### src/rtl/thor2022_reb_tracker_pkg.sv
// ============================================================================
//  thor2022_reb_tracker_pkg
//  Shared types and constants for the reorder-buffer entry tracker.
//  Revision: 1.0
// ============================================================================
`default_nettype none

package thor2022_reb_tracker_pkg;

  localparam int         REB_ENTRIES = 6;
  localparam logic [2:0] NONE_IDX    = 3'd7;

  typedef enum logic [2:0] {
    EMPTY        = 3'd0,
    FETCHED      = 3'd1,
    DECOMPRESSED = 3'd2,
    DECODED      = 3'd3,
    EXECUTED     = 3'd4
  } reb_state_t;

  function automatic logic [3:0] count_ones(input logic [7:0] vec);
    logic [3:0] n;
    n = '0;
    for (int i = 0; i < 8; i++) n = n + 4'(vec[i]);
    return n;
  endfunction

endpackage

`default_nettype wire

### src/rtl/thor2022_reb_min_sns.sv
// ============================================================================
//  thor2022_reb_min_sns
//  Finds the smallest sequence number (and its entry) among valid, non-excluded entries.
//  Revision: 1.0
// ============================================================================
`default_nettype none

module thor2022_reb_min_sns
  import thor2022_reb_tracker_pkg::*;
#(
  parameter int N     = REB_ENTRIES,
  parameter int SNS_W = 8
) (
  input  logic [N-1:0]       valid,
  input  logic [N-1:0]       excl,
  input  logic [N*SNS_W-1:0] sns,
  output logic               found,
  output logic [SNS_W-1:0]   min_sns,
  output logic [2:0]         min_idx
);

  // Strict less-than keeps the lowest index on ties (sns are unique in practice).
  always_comb begin
    found   = 1'b0;
    min_sns = '1;
    min_idx = NONE_IDX;
    for (int i = 0; i < N; i++) begin
      if (valid[i] && !excl[i] && (!found || (sns[i*SNS_W +: SNS_W] < min_sns))) begin
        found   = 1'b1;
        min_sns = sns[i*SNS_W +: SNS_W];
        min_idx = 3'(i);
      end
    end
  end

endmodule

`default_nettype wire

### src/rtl/thor2022_reb_tracker.sv
// ============================================================================
//  thor2022_reb_tracker
//  Reorder-buffer entry FSMs, sequence numbers and in-order retire.
//  Optional REB_STATS_EN adds retire_total / stomp_total counters.
//  Revision: 1.0
// ============================================================================
`default_nettype none

module thor2022_reb_tracker
  import thor2022_reb_tracker_pkg::*;
#(
  parameter int N     = REB_ENTRIES,
  parameter int SNS_W = 8
) (
  input  logic               clk,
  input  logic               rst_n,
  input  logic [2:0]         alloc0_idx,
  input  logic [2:0]         alloc1_idx,
  output logic               alloc_rdy,
  output logic               alloc_err,
  input  logic [2:0]         dcmp_idx,
  input  logic [2:0]         dec_idx,
  input  logic [2:0]         exec_idx,
  input  logic [2:0]         retire0_idx,
  input  logic [2:0]         retire1_idx,
  input  logic [N-1:0]       stomp,
  output logic [N-1:0]       v_o,
  output logic [N-1:0]       fetched_o,
  output logic [N-1:0]       decompressed_o,
  output logic [N-1:0]       decoded_o,
  output logic [N-1:0]       executed_o,
  output logic [N*SNS_W-1:0] sns_o,
`ifdef REB_STATS_EN
  output logic [31:0]        retire_total,
  output logic [31:0]        stomp_total,
`endif
  output logic [1:0]         retire_cnt
);

  localparam logic [SNS_W-1:0] C_RENORM_TH = SNS_W'((1 << SNS_W) - 2);

  reb_state_t       r_state [N];
  logic [SNS_W-1:0] r_sns   [N];
  logic [SNS_W-1:0] r_cnt;
  logic             r_alloc_err;
  logic [1:0]       r_retire_cnt;

  logic [N-1:0] w_valid, w_executed;
  logic [N-1:0] w_sel_a0, w_sel_a1, w_sel_dcmp, w_sel_dec, w_sel_exec, w_sel_r0, w_sel_r1;
  logic [N-1:0] w_ret;
  logic         w_alloc_rdy, w_renorm, w_a0_acc, w_a1_acc, w_alloc_err_nxt;
  logic         w_r0_acc, w_r1_acc;

  logic             w_min_found, w_min1_found;
  logic [SNS_W-1:0] w_min_sns, w_min1_sns;
  logic [2:0]       w_min_idx, w_min1_idx;
  logic             w_unused;

  for (genvar i = 0; i < N; i++) begin : g_entry
    assign w_valid[i]        = (r_state[i] != EMPTY);
    assign w_executed[i]     = (r_state[i] == EXECUTED);
    assign fetched_o[i]      = (r_state[i] == FETCHED);
    assign decompressed_o[i] = (r_state[i] == DECOMPRESSED);
    assign decoded_o[i]      = (r_state[i] == DECODED);
    assign sns_o[i*SNS_W +: SNS_W] = r_sns[i];
  end

  assign v_o        = w_valid;
  assign executed_o = w_executed;
  assign alloc_rdy  = w_alloc_rdy;
  assign alloc_err  = r_alloc_err;
  assign retire_cnt = r_retire_cnt;

  thor2022_reb_min_sns #(.N(N), .SNS_W(SNS_W)) u_min_all (
    .valid   (w_valid),
    .excl    ({N{1'b0}}),
    .sns     (sns_o),
    .found   (w_min_found),
    .min_sns (w_min_sns),
    .min_idx (w_min_idx)
  );

  thor2022_reb_min_sns #(.N(N), .SNS_W(SNS_W)) u_min_rest (
    .valid   (w_valid),
    .excl    (w_sel_r0),
    .sns     (sns_o),
    .found   (w_min1_found),
    .min_sns (w_min1_sns),
    .min_idx (w_min1_idx)
  );

  assign w_unused = ^w_min1_sns;

  // Index 7 (and anything >= N) never matches an entry, so "none" falls out naturally.
  always_comb begin
    w_sel_a0   = '0;
    w_sel_a1   = '0;
    w_sel_dcmp = '0;
    w_sel_dec  = '0;
    w_sel_exec = '0;
    w_sel_r0   = '0;
    w_sel_r1   = '0;
    for (int i = 0; i < N; i++) begin
      w_sel_a0[i]   = (alloc0_idx == 3'(i));
      w_sel_a1[i]   = (alloc1_idx == 3'(i)) && (alloc1_idx != alloc0_idx);
      w_sel_dcmp[i] = (dcmp_idx == 3'(i));
      w_sel_dec[i]  = (dec_idx == 3'(i));
      w_sel_exec[i] = (exec_idx == 3'(i));
      w_sel_r0[i]   = (retire0_idx == 3'(i));
      w_sel_r1[i]   = (retire1_idx == 3'(i));
    end

    w_alloc_rdy     = (r_cnt < C_RENORM_TH);
    w_renorm        = !w_alloc_rdy;
    w_a0_acc        = w_alloc_rdy && |(w_sel_a0 & ~w_valid & ~stomp);
    w_a1_acc        = w_alloc_rdy && |(w_sel_a1 & ~w_valid & ~stomp);
    w_alloc_err_nxt = |(w_sel_a0 & w_valid) || |(w_sel_a1 & w_valid);

    w_r0_acc = |(w_sel_r0 & w_executed & ~stomp) && w_min_found && (w_min_idx == retire0_idx);
    w_r1_acc = w_r0_acc && (retire1_idx != retire0_idx) && |(w_sel_r1 & w_executed & ~stomp)
               && w_min1_found && (w_min1_idx == retire1_idx);
    w_ret    = (w_sel_r0 & {N{w_r0_acc}}) | (w_sel_r1 & {N{w_r1_acc}});
  end

  always_ff @(posedge clk or negedge rst_n) begin
    if (!rst_n) begin
      for (int i = 0; i < N; i++) begin
        r_state[i] <= EMPTY;
        r_sns[i]   <= '0;
      end
      r_cnt        <= '0;
      r_alloc_err  <= 1'b0;
      r_retire_cnt <= '0;
    end else begin
      r_alloc_err  <= w_alloc_err_nxt;
      r_retire_cnt <= {1'b0, w_r0_acc} + {1'b0, w_r1_acc};

      // No allocation is accepted while renormalising, so cnt only shrinks here.
      if (w_renorm) r_cnt <= w_min_found ? (r_cnt - w_min_sns) : '0;
      else          r_cnt <= r_cnt + SNS_W'(w_a0_acc) + SNS_W'(w_a1_acc);

      for (int i = 0; i < N; i++) begin
        if (stomp[i]) begin
          r_state[i] <= EMPTY;
        end else begin
          case (r_state[i])
            EMPTY:        if ((w_sel_a0[i] && w_a0_acc) || (w_sel_a1[i] && w_a1_acc))
                            r_state[i] <= FETCHED;
            FETCHED:      if (w_sel_dcmp[i]) r_state[i] <= DECOMPRESSED;
            DECOMPRESSED: if (w_sel_dec[i])  r_state[i] <= DECODED;
            DECODED:      if (w_sel_exec[i]) r_state[i] <= EXECUTED;
            EXECUTED:     if (w_ret[i])      r_state[i] <= EMPTY;
            default:                         r_state[i] <= EMPTY;
          endcase
        end

        if (w_sel_a0[i] && w_a0_acc)      r_sns[i] <= r_cnt;
        else if (w_sel_a1[i] && w_a1_acc) r_sns[i] <= r_cnt + SNS_W'(w_a0_acc);
        else if (w_renorm && w_valid[i])  r_sns[i] <= r_sns[i] - w_min_sns;
      end
    end
  end

`ifdef REB_STATS_EN
  logic [31:0] r_retire_total, r_stomp_total;

  always_ff @(posedge clk or negedge rst_n) begin
    if (!rst_n) begin
      r_retire_total <= '0;
      r_stomp_total  <= '0;
    end else begin
      r_retire_total <= r_retire_total + 32'(w_r0_acc) + 32'(w_r1_acc);
      r_stomp_total  <= r_stomp_total + 32'(count_ones(8'(stomp & w_valid)));
    end
  end

  assign retire_total = r_retire_total;
  assign stomp_total  = r_stomp_total;
`endif

endmodule

`default_nettype wire
### config.mk
export PLATFORM = sky130hd
export DESIGN_NAME = thor2022_reb_tracker
export DESIGN_NICKNAME = d
export VERILOG_FILES = /design/src/rtl/thor2022_reb_tracker_pkg.sv /design/src/rtl/thor2022_reb_min_sns.sv /design/src/rtl/thor2022_reb_tracker.sv
export SDC_FILE = /design/constraint.sdc
export NUM_CORES = 1
export LEC_CHECK = 0
export BUFFER_PORTS_ARGS = -buffer_cell sky130_fd_sc_hd__buf_2
export CAP_MARGIN = 40
export CORE_MARGIN = 2
export CORE_UTILIZATION = 55
export DETAILED_ROUTE_END_ITERATION = 8
export PLACE_DENSITY = 0.79
export REMOVE_ABC_BUFFERS = 1
export SYNTH_ARGS = -nofsm -noshare
export SYNTH_HDL_FRONTEND = slang
export SYNTH_SLANG_ARGS = --single-unit
### constraint.sdc
create_clock -name clk -period 13.1 [get_ports clk]
set_input_delay 1.965 -clock clk [delete_from_list [all_inputs] [get_ports clk]]
set_output_delay 1.965 -clock clk [all_outputs]
set_load 0.01 [all_outputs]
Word level (Yosys, flattened, before mapping)

Cells that the tools add are included.

Register bits: 77
Output and inout bits: 82
Input bits: 29

Reductions and logical operators: 119
$add $sub $neg: 10
Bitwise operators: 15
Multiplexer cells: 97
$lt $le $gt $ge: 11
Equality and inequality tests: 93

Operator list:

| cell                                                                   | count |
|---|---|
| 8-bit 2-to-1 mux                                                       | 31 |
| 3-bit 2-to-1 mux                                                       | 48 |
| 3-bit case mux with 5 select lines                                     | 6 |
| 8-bit < comparator                                                     | 10 |
| 3-bit by 2-bit equality test with 1-bit output (second input constant) | 26 |
| 6-bit AND                                                              | 12 |
| 3-bit by 2-bit != test with 1-bit output (second input constant)       | 24 |
| 3-bit equality test (second input constant)                            | 20 |
| 8-bit subtractor                                                       | 7 |
| 1-bit logical AND                                                      | 48 |
| 3-bit by 1-bit equality test with 1-bit output (second input constant) | 13 |
| 3-bit zero test                                                        | 13 |
| 3-bit nonzero test                                                     | 12 |
| 6-bit OR reduction                                                     | 6 |
| 5-bit AND reduction                                                    | 6 |
| 3-bit != test (second input constant)                                  | 6 |
| 1-bit zero test                                                        | 17 |
| 1-bit logical OR                                                       | 17 |
| 8-bit by 1-bit adder with 8-bit output                                 | 2 |
| 1-bit 2-to-1 mux                                                       | 12 |
| 6-bit NOT                                                              | 2 |
| 8-bit < comparator (second input constant)                             | 1 |
| 3-bit equality test                                                    | 2 |
| 3-bit != test                                                          | 2 |
| other kinds (2)                                                        | 2 |

Logic depth before layout (Yosys ltp)

Word-level depth: 33
Gate-level depth with buffers: 74
Gate-level depth less buffers: 68

Hierarchy

From an unflattened synthesis, not the netlist that was laid out.

Cells, all modules: 1319
Area, all modules: 10671.5 µm²

Modules (own cells, without submodules):

| module                            | area each (µm²) | instances | seq. area each (µm²) | cells each |
|---|---|---|---|---|
| thor2022_reb_tracker              | 6902.9          | 1         | 1926.8               | 798 |
| thor2022_reb_min_sns (u_min_rest) | 1909.3          | 1         | 0.0                  | 261 |
| thor2022_reb_min_sns (u_min_all)  | 1859.3          | 1         | 0.0                  | 260 |

Least setup slack after synthesis

OpenSTA, ideal clock, no wires.

Kind: flip-flop to flip-flop
Start: register r_state[15] (netlist bit)
End: register r_sns, in the netlist sns_o[39]
Library setup time: 120 ps
Buffers on the path: 7
Required time: 12980 ps
Setup slack: -8 ps
Arrival time: 12988 ps
Cell stages (with the launch flop): 73
Cell sequence: dfrtp_1 buf_2 nor3_4 clkbuf_1 nor2_1 ha_1 a211o_1 a21oi_1 a31oi_4 nor2_1 nand2_1 o21ai_0 inv_1 ha_1 a21oi_1 nor2b_1 o21ai_0 nand2_1 [... 37 more ...] a41oi_2 nand3_4 buf_1 nor2_1 a21oi_1 ha_1 a21o_1 and2_1 o21ai_0 nand2b_1 and2_1 o21a_1 nor2_1 nor2_1 o21a_1 a2111oi_1 mux2i_1 nor2_1

Word-level cells in the longest chain between the ends: 26

RTL lines:

| what                                                         | RTL line                    | text |
|---|---|---|
| start: declaration                                           | thor2022_reb_tracker.sv:42  | `reb_state_t r_state [N];` |
| start signal: indexed assignment                             | thor2022_reb_tracker.sv:128 | `r_state[i] <= EMPTY;` |
| start signal: indexed assignment                             | thor2022_reb_tracker.sv:144 | `r_state[i] <= EMPTY;` |
| start signal: indexed assignment                             | thor2022_reb_tracker.sv:148 | `r_state[i] <= FETCHED;` |
| 3-bit nonzero test (*)                                       | thor2022_reb_tracker.sv:60  | `assign w_valid[i] = (r_state[i] != EMPTY);` |
| 8-bit 2-to-1 mux / 1-bit 2-to-1 mux (equally long branches)  | thor2022_reb_min_sns.sv:28  | `if (valid[i] && !excl[i] && (!found \|\| (sns[i*SNS_W +: SNS_W] < min_sns))) begin` |
| 8-bit < comparator / 1-bit zero test (equally long branches) | thor2022_reb_min_sns.sv:28  |  |
| 1-bit logical OR                                             | thor2022_reb_min_sns.sv:28  |  |
| 1-bit logical AND                                            | thor2022_reb_min_sns.sv:28  |  |
| 8-bit 2-to-1 mux / 1-bit 2-to-1 mux (equally long branches)  | thor2022_reb_min_sns.sv:28  |  |
| 8-bit < comparator / 1-bit zero test (equally long branches) | thor2022_reb_min_sns.sv:28  |  |
| 1-bit logical OR                                             | thor2022_reb_min_sns.sv:28  |  |
| [... 10 more ...]                                            | -                           |  |
| 8-bit < comparator / 1-bit zero test (equally long branches) | thor2022_reb_min_sns.sv:28  |  |
| 1-bit logical OR                                             | thor2022_reb_min_sns.sv:28  |  |
| 1-bit logical AND                                            | thor2022_reb_min_sns.sv:28  |  |
| 8-bit 2-to-1 mux                                             | thor2022_reb_min_sns.sv:28  |  |
| 8-bit subtractor                                             | thor2022_reb_tracker.sv:159 | `else if (w_renorm && w_valid[i]) r_sns[i] <= r_sns[i] - w_min_sns;` |
| 8-bit 2-to-1 mux                                             | thor2022_reb_tracker.sv:159 |  |
| 8-bit 2-to-1 mux                                             | thor2022_reb_tracker.sv:158 | `else if (w_sel_a1[i] && w_a1_acc) r_sns[i] <= r_cnt + SNS_W'(w_a0_acc);` |
| 8-bit 2-to-1 mux                                             | thor2022_reb_tracker.sv:157 | `if (w_sel_a0[i] && w_a0_acc) r_sns[i] <= r_cnt;` |
| end signal: indexed assignment                               | thor2022_reb_tracker.sv:157 |  |
| end signal: indexed assignment                               | thor2022_reb_tracker.sv:158 |  |
| end signal: indexed assignment                               | thor2022_reb_tracker.sv:159 |  |
| end: declaration                                             | thor2022_reb_tracker.sv:43  | `logic [SNS_W-1:0] r_sns [N];` |

Every way passes the cells marked *; elsewhere a longest branch is shown, timed or not. The select of a mux whose other input is x is not followed.
A chain may end at the register's enable or synchronous reset.

Worst setup path after layout

Start: register r_state[17] (netlist bit)
End: register r_sns, in the netlist sns_o[39]

The elaborated chain is that of the path after synthesis.

==> run metrics <==
max incr delay on CP=0.46 ns; unrepaired setup endpoints after global routing=true; FFs w/ async S/R, synth=100%; Top cell by count, worst path=ha_1; RR Startpoint=r_state[17]; I/O Pins=111; final core utilization=around 64%; Worst Path Required=13.33 ns; Synth Area per Inst=7.50 sq um; Area growth syn-to-layout=14.8%; reg2reg end=sns_o[39]; Clock Tree Root=clkbuf_16; Clk pin slew, worst setup/hold paths=0.06 ns; cells after synthesis=1382; Clock Sinks=77; Synth area leader=dfrtp_1; hold_buf cts=0; GPL Wtd Cong=1.03; number of flops mapped to enable cells by yosys=0; register bit total from synthesis=77; first-pass GRT wire length=57.2 mm; CTS tree=built; final worst-path cycle share=between 90 and 100%; H-tree depth=3; PortBufs=110; DR pass1 iterations=6; Antenna Cells=0; critical-path maximum fanout=10; Post-Synth XOR/XNOR Area=4.40%; CP Capture Type=flop; initial antenna violation count=1; drt via density=6.55; Nets=1660; largest family of logic cells by synthesized area=compound AO/OA/AOI/OAI gates; Final Hold Fails=0; compound-cell area share of the yosys netlist=between 20 and 30%; Seq. cell area=1930 sq um; fraction of layout cells with a size suffix above 1=15.5%; Top FF cell, synth=dfrtp_1; fmax=around 82 MHz; routed vias=11428; CTS Buffer Depth=2; area taken by multi-input logic gates=7940 sq um; drt drc=0; starting density of the core=55.8%; vias in the first global route=10375; area share of the largest cell type after synthesis=18.6%; Adder-Cell Fraction of Synth Area=16.0%; R2R setup slack=approximately 0.97 ns; min Tclk post-route=about 12 ns; CTS buffer count=9; Rel. slew slack=between 40% and 50%; Synth Cell Area=10400 sq um; multiplexer share of the synthesized area=under 10%; Clock Skews=0.0125 ns; critical path class=reg2reg; Max-Cap Viols=0; Post-Synth Simple-Gate Area=22.6%; max-slew violation count=0; die width=141 um; pre-CTS setup slack=-0.179 ns; WL final=about 38 mm; total negative slack=0 ns; initial drt markers=around 1300; CP max-delay cell=dfrtp_2; Final ANT Viol Nets=0; Final setup viols=0; Netlist cell types=89; largest cells by area after synthesis=dfrtp_1 19%, ha_1 14%, o21ai_0 6.8%; HP Start=r_state[2]; Hold EP=r_state[1]; Wirelength per Cell=21.7 um; Crit path arrival time=12.36 ns; full die area=around 20000 sq um; Overflow after GRT=0; outcome=completed; Die Y=about 140 um; Detailed Place HPWL=29.0 mm; largest net degree at the start of global routing=53; total track usage=37.2%; insertion delay to the later sink of the worst-skew pair=0.35 ns; Ys Warns=0; FF-to-FF path depth=71; worst hold path type=reg2reg; CP Launch Type=flop; worst-margin pin slew=just under 0.9 ns; Hold Path Cell Cnt=1; post-synthesis sequential area ratio=18.6%; FILL cells=1619; core area=~19000 sq um; fin worst setup slack=0.966 ns; num rows=50
-- state kept, by name (all words and copies together), names as in the netlist --
signal	flops
sns_o	48
r_cnt	8
r_state	18
alloc_err	1
retire_cnt	2
-- worst max-delay path: cells and delay by family, from the launching register on --
family,cells,cell delay [ns]
simple gates,23,3.25
fa+ha+maj,6,1.55
buf+inv,9,1.01
compound gates,31,5.35
flops,1,0.46
mux,2,0.40
-- repair_timing --
item | 4_1_cts | 5_1_grt
endpoints found under the setup margin | 1 | 36
pin swaps | 0 | 3
gates cloned | 0 | 2
setup buffers | 0 | 11
gates resized for setup | 2 | 23
-- cell type report --
class,instances,area share (%)
multi-input cells,1153,66.8
flip-flops and latches,77,16.2
repair buffers,167,8.50
inverters,99,3.12
well taps,234,2.46
clock buffers,11,2.13
clock inverters,4,0.800
-- synthesized netlist by cell type (all sizes together), types with 6 or more instances --
library cell,count
nand2,161
o21ai,147
ha,117
nor2,113
a21oi,104
inv,97
dfrtp,77
clkbuf,47
mux2i,39
nor3,37
o211ai,36
xnor2,35
a21o,34
nand2b,32
nand3,26
a31oi,17
xor2,17
nor2b,14
o21a,14
a211o,12
and2,12
o22ai,12
nor3b,11
a211oi,10
nor4b,10
and3,8
buf,8
nand4,8
o21bai,8
or3,8
fa,7
nand3b,7
nor4,7
o221ai,7
o31ai,7
a2111oi,6
and4,6
-- cell families (layout without fill, tap and decap cells) --
logic type | count (synthesis) | after routing
simple gates | 474 | 476
compound gates | 451 | 451
buf+inv | 154 | 281
fa+ha+maj | 129 | 129
flops | 77 | 77
xor+xnor | 52 | 52
mux | 45 | 45
-- worst max path at each step --
stage,startpoint,endpoint,cells past startpoint
6_report,r_state[17],sns_o[39],71
4_1_cts,r_state[17],sns_o[39],69
3_5_place_dp,r_state[17],sns_o[39],68
2_1_floorplan,r_state[15],sns_o[39],65
3_3_place_gp,r_state[17],sns_o[39],69
5_1_grt,r_state[17],sns_o[39],71
-- per-stage QoR --
stage / hold slack [ns] / std cells / area, sq um
2_1_floorplan: 0.479 / 1327 / 10100
3_3_place_gp: 0.512 / 1707 / 11300
3_5_place_dp: 0.536 / 1717 / 11400
4_1_cts: 0.539 / 1732 / 11700
5_1_grt: 0.595 / 1745 / 11900
6_report: 0.536 / 1745 / 11900
-- metal layers --
layer	wire length, um	GRT usage [%]	part of all wire, %
met2	16100	55.7	42
met4	2000	17.9	5.3
met3	4540	8.39	12
met1	15200	50.7	40
met5	0	0	0
-- cell usage in the layout, fill, tap and decap left out, types with 37 or more instances in the layout --
cell,instances
a21oi_1,101
o21ai_0,137
ha_1,117
inv_1,93
buf_2,110
buf_4,55
mux2i_1,37
nor2_1,111
nand2_1,160
dfrtp_1,76
Power is not shown: default switching activity piles up to over one toggle a cycle in this logic, so the estimate is an artifact.
